### config.mk
export PLATFORM = sky130hd
export DESIGN_NAME = lag_measure_ctrl
export DESIGN_NICKNAME = d
export VERILOG_FILES = /design/src/rtl/lag_measure_ctrl.sv
export SDC_FILE = /design/constraint.sdc
export NUM_CORES = 1
export LEC_CHECK = 0
export CORE_MARGIN = 1
export CORE_UTILIZATION = 29
export DETAILED_ROUTE_END_ITERATION = 10
export PLACE_DENSITY = 0.53
export SYNTH_ARGS = -nofsm -noshare
export SYNTH_HDL_FRONTEND = slang
export SYNTH_SLANG_ARGS = --single-unit
### constraint.sdc
create_clock -name clock -period 6.2 [get_ports clock]
set_input_delay 1.24 -clock clock [delete_from_list [all_inputs] [get_ports clock]]
set_output_delay 1.24 -clock clock [all_outputs]
set_load 0.005 [all_outputs]
### src/rtl/lag_measure_ctrl.sv
// Input-lag measurement sequencer: times the photodiode response to each
// start trigger and accumulates per-series min/max/average latency.
module lag_measure_ctrl #(
  parameter int                   CNT_WIDTH      = 24,
  parameter int                   SAMPLES_LOG2   = 4,
  parameter logic [CNT_WIDTH-1:0] TIMEOUT_CYCLES = 24'd8_000_000,
  parameter int                   DEBOUNCE       = 4
) (
  input  logic                  clock,
  input  logic                  reset_n,
  input  logic                  start,
  input  logic                  abort,
  input  logic                  starttrigger,
  input  logic                  sensor,
  output logic                  busy,
  output logic                  sample_valid,
  output logic [CNT_WIDTH-1:0]  sample_value,
  output logic [SAMPLES_LOG2:0] sample_index,
  output logic [7:0]            timeout_count,
  output logic                  done,
  output logic [CNT_WIDTH-1:0]  min_value,
  output logic [CNT_WIDTH-1:0]  max_value,
  output logic [CNT_WIDTH-1:0]  avg_value
);

  typedef enum logic [2:0] {
    S_IDLE      = 3'd0,
    S_ARM       = 3'd1,
    S_WAIT_TRIG = 3'd2,
    S_MEASURE   = 3'd3,
    S_FINISH    = 3'd4
  } state_t;

  localparam int DB_W  = $clog2(DEBOUNCE + 1);
  localparam int SUM_W = CNT_WIDTH + SAMPLES_LOG2;
  localparam int IDX_W = SAMPLES_LOG2 + 1;
  localparam int LAT_W = CNT_WIDTH + 1;
  localparam logic [IDX_W-1:0]     N_SAMPLES    = IDX_W'(1) << SAMPLES_LOG2;
  localparam logic [CNT_WIDTH-1:0] TIMEOUT_LAST = TIMEOUT_CYCLES - CNT_WIDTH'(1);

  state_t               r_state;
  logic                 r_sync1;
  logic                 r_sync2;
  logic                 r_filt;
  logic                 r_filt_d;
  logic [DB_W-1:0]      r_db_cnt;
  logic [CNT_WIDTH-1:0] r_cnt;
  logic [SUM_W-1:0]     r_sum;
  logic [CNT_WIDTH-1:0] r_min;
  logic [CNT_WIDTH-1:0] r_max;

  logic                 w_rise;
  logic [LAT_W-1:0]     w_lat_ext;
  logic [CNT_WIDTH-1:0] w_lat;

  // Sensor synchronizer and stability filter.
  always_ff @(posedge clock or negedge reset_n) begin
    if (!reset_n) begin
      r_sync1  <= 1'b0;
      r_sync2  <= 1'b0;
      r_filt   <= 1'b0;
      r_filt_d <= 1'b0;
      r_db_cnt <= '0;
    end else begin
      r_sync1  <= sensor;
      r_sync2  <= r_sync1;
      r_filt_d <= r_filt;
      if (r_sync2 == r_filt) begin
        r_db_cnt <= '0;
      end else if (r_db_cnt == DB_W'(DEBOUNCE - 1)) begin
        r_filt   <= r_sync2;
        r_db_cnt <= '0;
      end else begin
        r_db_cnt <= r_db_cnt + DB_W'(1);
      end
    end
  end

  // Latency of a rise seen now, relative to the trigger cycle, minus path delay.
  always_comb begin
    w_rise    = r_filt & ~r_filt_d;
    w_lat_ext = {1'b0, r_cnt} + LAT_W'(1);
    if (w_lat_ext >= LAT_W'(DEBOUNCE + 2)) begin
      w_lat = CNT_WIDTH'(w_lat_ext - LAT_W'(DEBOUNCE + 2));
    end else begin
      w_lat = '0;
    end
  end

  // Series sequencer with registered outputs.
  always_ff @(posedge clock or negedge reset_n) begin
    if (!reset_n) begin
      r_state       <= S_IDLE;
      r_cnt         <= '0;
      r_sum         <= '0;
      r_min         <= '0;
      r_max         <= '0;
      busy          <= 1'b0;
      sample_valid  <= 1'b0;
      sample_value  <= '0;
      sample_index  <= '0;
      timeout_count <= 8'd0;
      done          <= 1'b0;
      min_value     <= '0;
      max_value     <= '0;
      avg_value     <= '0;
    end else begin
      sample_valid <= 1'b0;
      done         <= 1'b0;
      if (abort) begin
        r_state <= S_IDLE;
        busy    <= 1'b0;
      end else begin
        case (r_state)
          S_IDLE: begin
            if (start) begin
              r_state       <= S_ARM;
              busy          <= 1'b1;
              r_sum         <= '0;
              sample_index  <= '0;
              timeout_count <= 8'd0;
              r_min         <= '1;
              r_max         <= '0;
            end
          end
          S_ARM: begin
            if (!r_filt) begin
              r_state <= S_WAIT_TRIG;
            end
          end
          S_WAIT_TRIG: begin
            if (starttrigger) begin
              r_state <= S_MEASURE;
              r_cnt   <= '0;
            end
          end
          S_MEASURE: begin
            // A rise in the timeout cycle still counts as a sample.
            if (w_rise) begin
              sample_value <= w_lat;
              sample_valid <= 1'b1;
              r_sum        <= r_sum + SUM_W'(w_lat);
              if (w_lat < r_min) begin
                r_min <= w_lat;
              end
              if (w_lat > r_max) begin
                r_max <= w_lat;
              end
              sample_index <= sample_index + IDX_W'(1);
              if (sample_index + IDX_W'(1) == N_SAMPLES) begin
                r_state <= S_FINISH;
              end else begin
                r_state <= S_ARM;
              end
            end else if (r_cnt == TIMEOUT_LAST) begin
              if (timeout_count != 8'hFF) begin
                timeout_count <= timeout_count + 8'd1;
              end
              r_state <= S_ARM;
            end else begin
              r_cnt <= r_cnt + CNT_WIDTH'(1);
            end
          end
          S_FINISH: begin
            done      <= 1'b1;
            avg_value <= CNT_WIDTH'(r_sum >> SAMPLES_LOG2);
            min_value <= r_min;
            max_value <= r_max;
            r_state   <= S_IDLE;
            busy      <= 1'b0;
          end
          default: begin
            r_state <= S_IDLE;
            busy    <= 1'b0;
          end
        endcase
      end
    end
  end

endmodule

Word level (Yosys, flattened, before mapping)
Index checks and enable logic that the tools add are counted.
- reduce and logical (&&, ||, !) cells: 14
- bitwise logic cells: 4
- order comparisons: 3
- $add $sub $neg: 7
- eq/ne operators: 23
- muxes and demuxes: 42
- operators by type and width (operator ; number):
    $mux W24 ; 10
    $pmux W24 S2 ; 3
    $mux W28 ; 2
    $pmux W28 S2 ; 1
    $mux W8 ; 4
    $add A28 B24 Y28 ; 1
    $mux W3 ; 9
    $add A24 B1 Y25 const B ; 1
    $ge A25 B3 Y1 const B ; 1
    $add A24 B1 Y24 const B ; 1
    $eq A24 B23 Y1 const B ; 1
    $gt A24 B24 Y1 ; 1
    $lt A24 B24 Y1 ; 1
    $sub A24 B3 Y24 const B ; 1
    $ne A2 B2 Y1 const B ; 9
    $pmux W8 S2 ; 1
    $reduce_and A5 Y1 ; 3
    $pmux W3 S4 ; 1
    $mux W5 ; 2
    $pmux W5 S2 ; 1
    $eq A3 B2 Y1 const B ; 3
    $ne A3 B3 Y1 const B ; 3
    $add A8 B1 Y8 const B ; 1
    $ne A8 B8 Y1 const B ; 1
    19 further kinds ; 31
- flip-flop bits (word level): 222

Longest topological paths before layout
Gate-level depths: netlist (run 1).
- depth in word-level cells: 7
- gate-level depth with buffers: 23

Least setup slack after synthesis (run 1)
OpenSTA, ideal clock, no wires.
- path type: register to register
- from: register r_cnt[0]
- to: register r_max[23]
- period minus slack after synthesis: 5.162 ns
- path slack: 1.038 ns
- arrival time: 5.082 ns
- path buffers: 4
- cell stages (with the launch flop): 24
- library setup time: 0.080 ns
- cells stage by stage: dfrtp_1 ha_1 clkbuf_1 and4_1 clkbuf_1 a21boi_0 a211o_1 nor4_1 nand4_1 nand4b_4 clkbuf_1 nand2_1 inv_1 ha_1 a21o_1 a21o_1 a21oi_1 nor2b_1 o21ai_0 a21oi_1 or4_1 a21oi_1 clkbuf_1 o2bb2ai_1
- word-level cells in the longest chain between the ends: 6
- elaborated cells on any way between the ends: 10
- ends and longest elaborated chain (element ; RTL line ; text):
    from (decl) ; 47 ; logic [CNT_WIDTH-1:0] r_cnt;
    from (signal assigned) ; 161 ; r_cnt <= r_cnt + CNT_WIDTH'(1);
    $add A24 B1 Y25 (*) ; 82 ; w_lat_ext = {1'b0, r_cnt} + LAT_W'(1);
    $sub A24 B3 Y24 or $ge A25 B3 Y1 (tied branches) ; 84, 83 ;
    $mux W24 (*) ; 83 ; if (w_lat_ext >= LAT_W'(DEBOUNCE + 2)) begin
    named net w_lat[17] ; 54 ; logic [CNT_WIDTH-1:0] w_lat;
    $gt A24 B24 Y1 (*) ; 146 ; if (w_lat > r_max) begin
    $ne A2 B2 Y1 (no line) (*) ; -- ;
    $reduce_and A5 Y1 (no line) (*) ; -- ;
    to (signal assigned) ; 147 ; r_max <= w_lat;
    to (decl) ; 50 ; logic [CNT_WIDTH-1:0] r_max;
The timed path passes the listed nets; every way through them passes the cells marked *. The select of a mux whose other input is x is not followed.
A chain may end at the register's enable or synchronous reset.

Worst setup path in the final report (run 1)
- from: register r_cnt[0]
- to: register r_max[14]
Same word-level chain as after synthesis.

==> flow_summary.ini, run 1 <==
[status]
outcome = finished clean

[place]
place_ws_ns = 0.197
gp_congestion = 0.878
postPlaceCellArea_mm2 = 0.0142
post-dp-hpwl_um = 26200
placedCellCount = 1840
count_of_buffers_inserted_at_the_top_level_ports = 117

[synth]
synth.cell_area_mm2 = 0.0123
synthDistinctLibCells = 68
synth_seq_cells = 222
synth_edf_count = 0
synth_area_leader_cell = sky130_fd_sc_hd__dfrtp_1
syn_inst = 1213
synth_nets = 1298
yosysWarnings = 0
syn_area_per_cell_um2 = 10.1
netlist_top_cells_area = sky130_fd_sc_hd__dfrtp_1 (45%), sky130_fd_sc_hd__ha_1 (8.0%), sky130_fd_sc_hd__mux2_2 (6.7%)
async_flop_share_pct = 100
synth.top_cell.area_share_pct = 45.3
postSynth.topFlopCell = sky130_fd_sc_hd__dfrtp_1
synth_seq_area_share_pct = 45.3

[floorplan]
starting_density_of_the_core_pct = 29.7
die_w_um = 208
fp.dieH_um = 208
ios = 118
placementRows = 74
core_region_area_mm2 = 0.0413
die-area_mm2 = 0.0431

[global_routing]
initial_antenna_violation_count = 0
largest_net_degree_at_the_start_of_global_routing = 124
grt.overflow.total = 0
number_of_global_route_vias_before_repair = 9509
grt_first_pass_wirelength_um = 55600
grt.total_usage_pct = 16.4

[layout]
post_route_cell_area_mm2 = 0.0150
multi_input_area_mm2 = 0.00618
layout_commonest_cell = sky130_fd_sc_hd__dfrtp_1
layout-drive-gt1-share_pct = 14.3
ff_latch_area_mm2 = 0.00556
layout_common_cells = sky130_fd_sc_hd__dfrtp_1 (222), sky130_fd_sc_hd__nand2_1 (122), sky130_fd_sc_hd__clkdlybuf4s50_1 (116)
areaGrowthSynthToFinish_pct = 22.6
final_std_cells_w_o_fill = 1886
fill_cells = 4181
insertedDiodeCount = 0
nNetsFinal = 1425

[critical_path]
r2r_slack_ns = 0.26
setup.worst_path.end_class = flip-flop
rr_endpoint = r_max[14]
path_max_fanout = 24
critical_path_class = flip-flop to flip-flop
startpoint_type = flip-flop
r2r_start = r_cnt[0]
critical_path_arrival_ns = 6.40
timing.reg2reg.worst_path_depth = 20
cp.required_ns = 6.66

[power]
power-per-cell-area_mw_per_mm2 = 462
irDropWorstVdd_v = 0.000232
cellLeakagePower_uw = 0.00700

[cts]
numCtsBuffers = 27
worst_setup_hold_path_clk_slew_ns = 0.06
cts.sink_count = 222
holdBufCountCts = 0
cts-htree-levels = 1
tritoncts_clock_tree = done
cts-root-to-sink-buffers = 3
insertion_delay_ns = 0.55
clockRootBuffer = sky130_fd_sc_hd__clkbuf_16

[hold_path]
hold-path-cell-count = 0
holdCritStartpoint = r_sync1
min_to = r_sync2
hp-class = flip-flop to flip-flop

[detailed_routing]
drt-vias-per-instance = 5.10
post_drt_wl_per_cell_um = 18.8
antenna_left = 0
dr.first_iter.drc_count = 543
detail_route.first_pass.iterations = 4
routed_wirelength_um = 35400
dr_total_vias = 9627
detail_route.drc_violations = 0

[timing]
fin_ws_ns = 0.264
finalSetupTns_ns = 0
finalHoldWorstSlack_ns = 0.346
max_slew.worst_pin.slew_ns = 1.18
timing.max_slew.rel_slack_pct = 20.4
timing.final.setup_violations = 0
period_minus_slack_ns = 5.94
clock.fmax_ghz = 0.168
hold_violations = 0
finalCritPeriodShare_pct = 95.7
worst_clock_skew_on_the_final_layout_ns = 0.0113
final_max_slew_viol_count = 0

[job]
drv.max_cap_violation_count = 0
## cells by family after synthesis
family          share of synthesized area, %
xor+xnor                                4.29
simple gates                            13.8
compound gates                          16.8
flops                                   45.3
buf+inv                                 4.56
mux                                     7.11
fa+ha+maj                               8.12
## worst max path at each step
stage             start        end  depth (start not counted)
2_1_floorplan  r_cnt[0]  r_max[23]                         23
3_3_place_gp   r_cnt[0]  r_max[21]                         20
3_5_place_dp   r_cnt[0]  r_max[12]                         20
4_1_cts        r_cnt[0]  r_max[21]                         20
5_1_grt        r_cnt[0]  r_max[21]                         20
6_report       r_cnt[0]  r_max[14]                         20
## repair_timing
action                                  in CTS  in global routing
gates resized for setup                      0                  2
endpoints found under the setup margin       0                 18
endpoints found under the hold margin        0                  0
buffers inserted                             0                  3
## power by group
group | internal, uW | leakage (uW) | switching, uW | total, uW
registers | 1650 | 0.00289 | 254 | 1900
logic | 1390 | 0.00369 | 2150 | 3540
clock network | 891 | 0.000419 | 614 | 1500
## per-stage QoR
| stage | util (%) | total power (uW) |
|---|---|---|
| global placement | 34.3 | 5370 |
| CTS | 36.3 | 6970 |
| floorplan | - | 4080 |
| global route | 36.4 | 7440 |
| detailed placement | 34.3 | 5430 |
| finish | 36.4 | 6950 |
## sequential cells by signal, summed over array words and instances (netlist names)
signal / cells
r_cnt: 24
r_sync2: 1
busy: 1
min_value: 24
r_sync1: 1
max_value: 24
r_state: 3
avg_value: 24
timeout_count: 8
sample_index: 5
done: 1
sample_value: 24
r_filt: 1
sample_valid: 1
r_filt_d: 1
r_max: 24
r_db_cnt: 3
r_min: 24
r_sum: 28
## synthesized netlist by cell type, drive strengths merged (5+ instances only)
cell / number
nor2b: 8
nor4: 10
o31ai: 15
o21a: 11
a211oi: 10
and2: 6
and3: 15
xor2: 31
buf: 11
dfrtp: 222
or3: 10
ha: 78
a2bb2oi: 24
nand3: 29
mux2: 73
a21oi: 43
nor3: 13
nand2: 123
o21ai: 110
o2bb2ai: 24
xnor2: 29
nand2b: 12
nand4: 25
a21o: 20
mux2i: 5
clkbuf: 44
nor3b: 5
inv: 86
nor2: 63
a31oi: 7
## cell type report
class / instances / area share (%)
clock inverters: 6 / 0.241
multi-input cells: 850 / 41.1
clock buffers: 37 / 5.34
flip-flops and latches: 222 / 36.9
repair buffers: 153 / 9.78
well taps: 532 / 4.43
inverters: 86 / 2.15
## worst max-delay path, cell delays in order, from the launching register on
cell                        delay (ns)
sky130_fd_sc_hd__dfrtp_1          0.51
sky130_fd_sc_hd__ha_1             0.37
sky130_fd_sc_hd__and4_1           0.44
sky130_fd_sc_hd__o211ai_1         0.21
sky130_fd_sc_hd__a21boi_0         0.36
sky130_fd_sc_hd__o221a_2          0.32
sky130_fd_sc_hd__and4_1           0.30
sky130_fd_sc_hd__nand4b_4         0.35
sky130_fd_sc_hd__nand2_1          0.39
sky130_fd_sc_hd__inv_1            0.16
sky130_fd_sc_hd__ha_1             0.32
sky130_fd_sc_hd__a21o_1           0.18
sky130_fd_sc_hd__a21o_1           0.16
sky130_fd_sc_hd__a21oi_1          0.12
sky130_fd_sc_hd__o21ai_0          0.09
sky130_fd_sc_hd__nand2_1          0.07
sky130_fd_sc_hd__a21oi_1          0.07
sky130_fd_sc_hd__or4_1            0.52
sky130_fd_sc_hd__a21oi_2          0.43
sky130_fd_sc_hd__buf_4            0.32
sky130_fd_sc_hd__o2bb2ai_1        0.15
## per-layer routing
| layer | routed length [um] | part of all wire [%] | global-route usage (%) |
|---|---|---|---|
| met1 | 16700 | 47 | 23.0 |
| met3 | 1900 | 5.4 | 3.03 |
| met5 | 0 | 0 | 0 |
| met4 | 982 | 2.8 | 4.50 |
| met2 | 15800 | 45 | 25.7 |
Note: power is estimated with default switching activity, not from simulation.
==> run 2, diff against run 1 <==
Clock period 6.2 ns to 5.5 ns, I/O delays scaled along.
==> run 2 against run 1 <==
Global-route usage is 0.17 points higher. Cell count up 2.7%. Via count grew 1.7%. Critical endpoint is now r_min[0].
==> flow_summary.ini, run 2 (synthesis gave the netlist of run 1 again) <==
[hold_path]
holdCritStartpoint = r_sync1
min_to = r_sync2
hp-class = flip-flop to flip-flop
hold-path-cell-count = 0

[cts]
cts_post_setup_buffers_inserted = 0
cts_resized = 0
cts-root-to-sink-buffers = 3
worst_setup_hold_path_clk_slew_ns = 0.06
cts.sink_count = 222
clockRootBuffer = sky130_fd_sc_hd__clkbuf_16
tritoncts_clock_tree = done
cts-htree-levels = 1
holdBufCountCts = 0
insertion_delay_ns = 0.56
numCtsBuffers = 27

[critical_path]
timing.reg2reg.worst_path_depth = 20
crit_slowest_cell = sky130_fd_sc_hd__or4_1
r2r_slack_ns = 0.35
path_max_fanout = 24
cp.required_ns = 5.97
r2r_start = r_cnt[1]
crit_path_buffers_inverters = 3
cpPeakStageDelay_ns = 0.54
critical_path_class = flip-flop to flip-flop
setup.worst_path.end_class = flip-flop
startpoint_type = flip-flop
critical_path_cell_list = nand3_2, or2_2, or4_1, xor2_1, and4_1, nand4b_4, buf_4, nand2_1, inv_1, ha_1, a21o_1, a21o_1, a21oi_1, o21ai_0, a31oi_2, o21a_1, o21ai_0, a31oi_4, buf_12, a2bb2oi_1
critical_path_arrival_ns = 5.62
rr_endpoint = r_min[0]
timing.critical_path.max_delay_family = simple AND/OR/NAND/NOR gates

[global_routing]
grt.total_usage_pct = 16.6
grt.overflow.total = 0
initial_antenna_violation_count = 0
largest_net_degree_at_the_start_of_global_routing = 96
grt_first_pass_wirelength_um = 56600
number_of_global_route_vias_before_repair = 9844

[detailed_routing]
detail_route.drc_violations = 0
antenna_left = 0
post_drt_wl_per_cell_um = 18.3
routed_wirelength_um = 35500
detail_route.first_pass.iterations = 5
drt-vias-per-instance = 5.06
dr_total_vias = 9787
dr.first_iter.drc_count = 538

[layout]
largest_reg_flops = 28
registers.top_by_ff_count = r_sum
multi_input_area_mm2 = 0.00620
areaGrowthSynthToFinish_pct = 26.4
nNetsFinal = 1468
layout_common_cells = sky130_fd_sc_hd__dfrtp_1 (220), sky130_fd_sc_hd__nand2_1 (123), sky130_fd_sc_hd__clkdlybuf4s50_1 (116)
utilization_pct = 37.5
fill_cells = 4147
ff_latch_area_mm2 = 0.00556
layout-drive-gt1-share_pct = 17.4
layout_commonest_cell = sky130_fd_sc_hd__dfrtp_1

[floorplan]
fp.dieH_um = 208
starting_density_of_the_core_pct = 29.7
ios = 118
die_w_um = 208
core_region_area_mm2 = 0.0413
die-area_mm2 = 0.0431
placementRows = 74

[timing]
clock.fmax_ghz = 0.194
finalSetupTns_ns = 0
finalCritPeriodShare_pct = 93.6
timing.max_slew.rel_slack_pct = 21.2
timing.final.setup_violations = 0
max_slew.worst_pin.slew_ns = 1.17
final_max_slew_viol_count = 0
period_minus_slack_ns = 5.15
grt_setup_unrepaired = no
hold_violations = 0
worst_clock_skew_on_the_final_layout_ns = 0.0137

[power]
power-per-cell-area_mw_per_mm2 = 536
irDropWorstVdd_v = 0.000233
cellLeakagePower_uw = 0.00726

[place]
post-dp-hpwl_um = 27000
gp_congestion = 0.932
count_of_buffers_inserted_at_the_top_level_ports = 117

[job]
drv.max_cap_violation_count = 0

[status]
outcome = finished clean
## run 2: changes by cell type in the layout (fill, tap and decap cells not counted), moves of 3 or more
cell and delta:
sky130_fd_sc_hd__clkbuf_8 -5, sky130_fd_sc_hd__clkbuf_1 +3, sky130_fd_sc_hd__buf_4 +41, sky130_fd_sc_hd__bufinv_16 +4
## run 2: routing by layer
| layer | track usage [%] | vias up | wire (um) |
|---|---|---|---|
| met2 | 26.0 | 221 | 15900 |
| met3 | 2.72 | 45 | 1590 |
| met4 | 3.91 | 0 | 807 |
| met5 | 0 | - | 0 |
| met1 | 23.7 | 4843 | 17200 |
| li1 | - | 4678 | - |
## run 2: final cells by class
cell class | instances | area share [%]
Multi-Input combinational cell | 850 | 40.0
Sequential cell | 222 | 35.9
Timing Repair Buffer | 196 | 11.7
Clock buffer | 35 | 4.81
Tap cell | 532 | 4.29
Inverter | 86 | 2.08
Clock inverter | 14 | 1.20
Antenna cell | 1 | 0.0161
## run 2: worst register-to-register path: stages (launching register included)
cell and delay, ns:
sky130_fd_sc_hd__dfrtp_1 0.44, sky130_fd_sc_hd__nand3_2 0.19, sky130_fd_sc_hd__or2_2 0.39, sky130_fd_sc_hd__or4_1 0.54
sky130_fd_sc_hd__xor2_1 0.22, sky130_fd_sc_hd__and4_1 0.32, sky130_fd_sc_hd__nand4b_4 0.22, sky130_fd_sc_hd__buf_4 0.25
sky130_fd_sc_hd__nand2_1 0.15, sky130_fd_sc_hd__inv_1 0.12, sky130_fd_sc_hd__ha_1 0.33, sky130_fd_sc_hd__a21o_1 0.19
sky130_fd_sc_hd__a21o_1 0.17, sky130_fd_sc_hd__a21oi_1 0.13, sky130_fd_sc_hd__o21ai_0 0.12, sky130_fd_sc_hd__a31oi_2 0.30
sky130_fd_sc_hd__o21a_1 0.22, sky130_fd_sc_hd__o21ai_0 0.15, sky130_fd_sc_hd__a31oi_4 0.22, sky130_fd_sc_hd__buf_12 0.23
sky130_fd_sc_hd__a2bb2oi_1 0.18
## run 2: where the power goes
part | switching [uW] | internal [uW]
Sequential | 258 | 1860
Combinational | 2500 | 1840
Clock | 722 | 1140
Total | 3480 | 4840
## run 2: metrics by stage
stage               hold WS [ns]  std cells  worst slack [ns]  area [um2]  total power (uW)
floorplan                  0.331       1213             0.338       12300              4600
CTS                        0.349       1935             0.269       15500              8370
global placement           0.333       1886             0.444       14500              6410
global route               0.355       1935            0.0208       15500              8930
finish                     0.341       1936             0.351       15500              8320
detailed placement         0.341       1886             0.312       14500              6450
## run 2: worst max path at each step
stage / start / endpoint / depth (start not counted)
floorplan: r_cnt[0] / r_max[23] / 23
global placement: r_cnt[12] / r_max[9] / 20
detailed placement: r_cnt[2] / r_min[2] / 21
CTS: r_cnt[2] / r_min[0] / 20
global route: r_cnt[1] / r_max[4] / 20
finish: r_cnt[1] / r_min[0] / 20
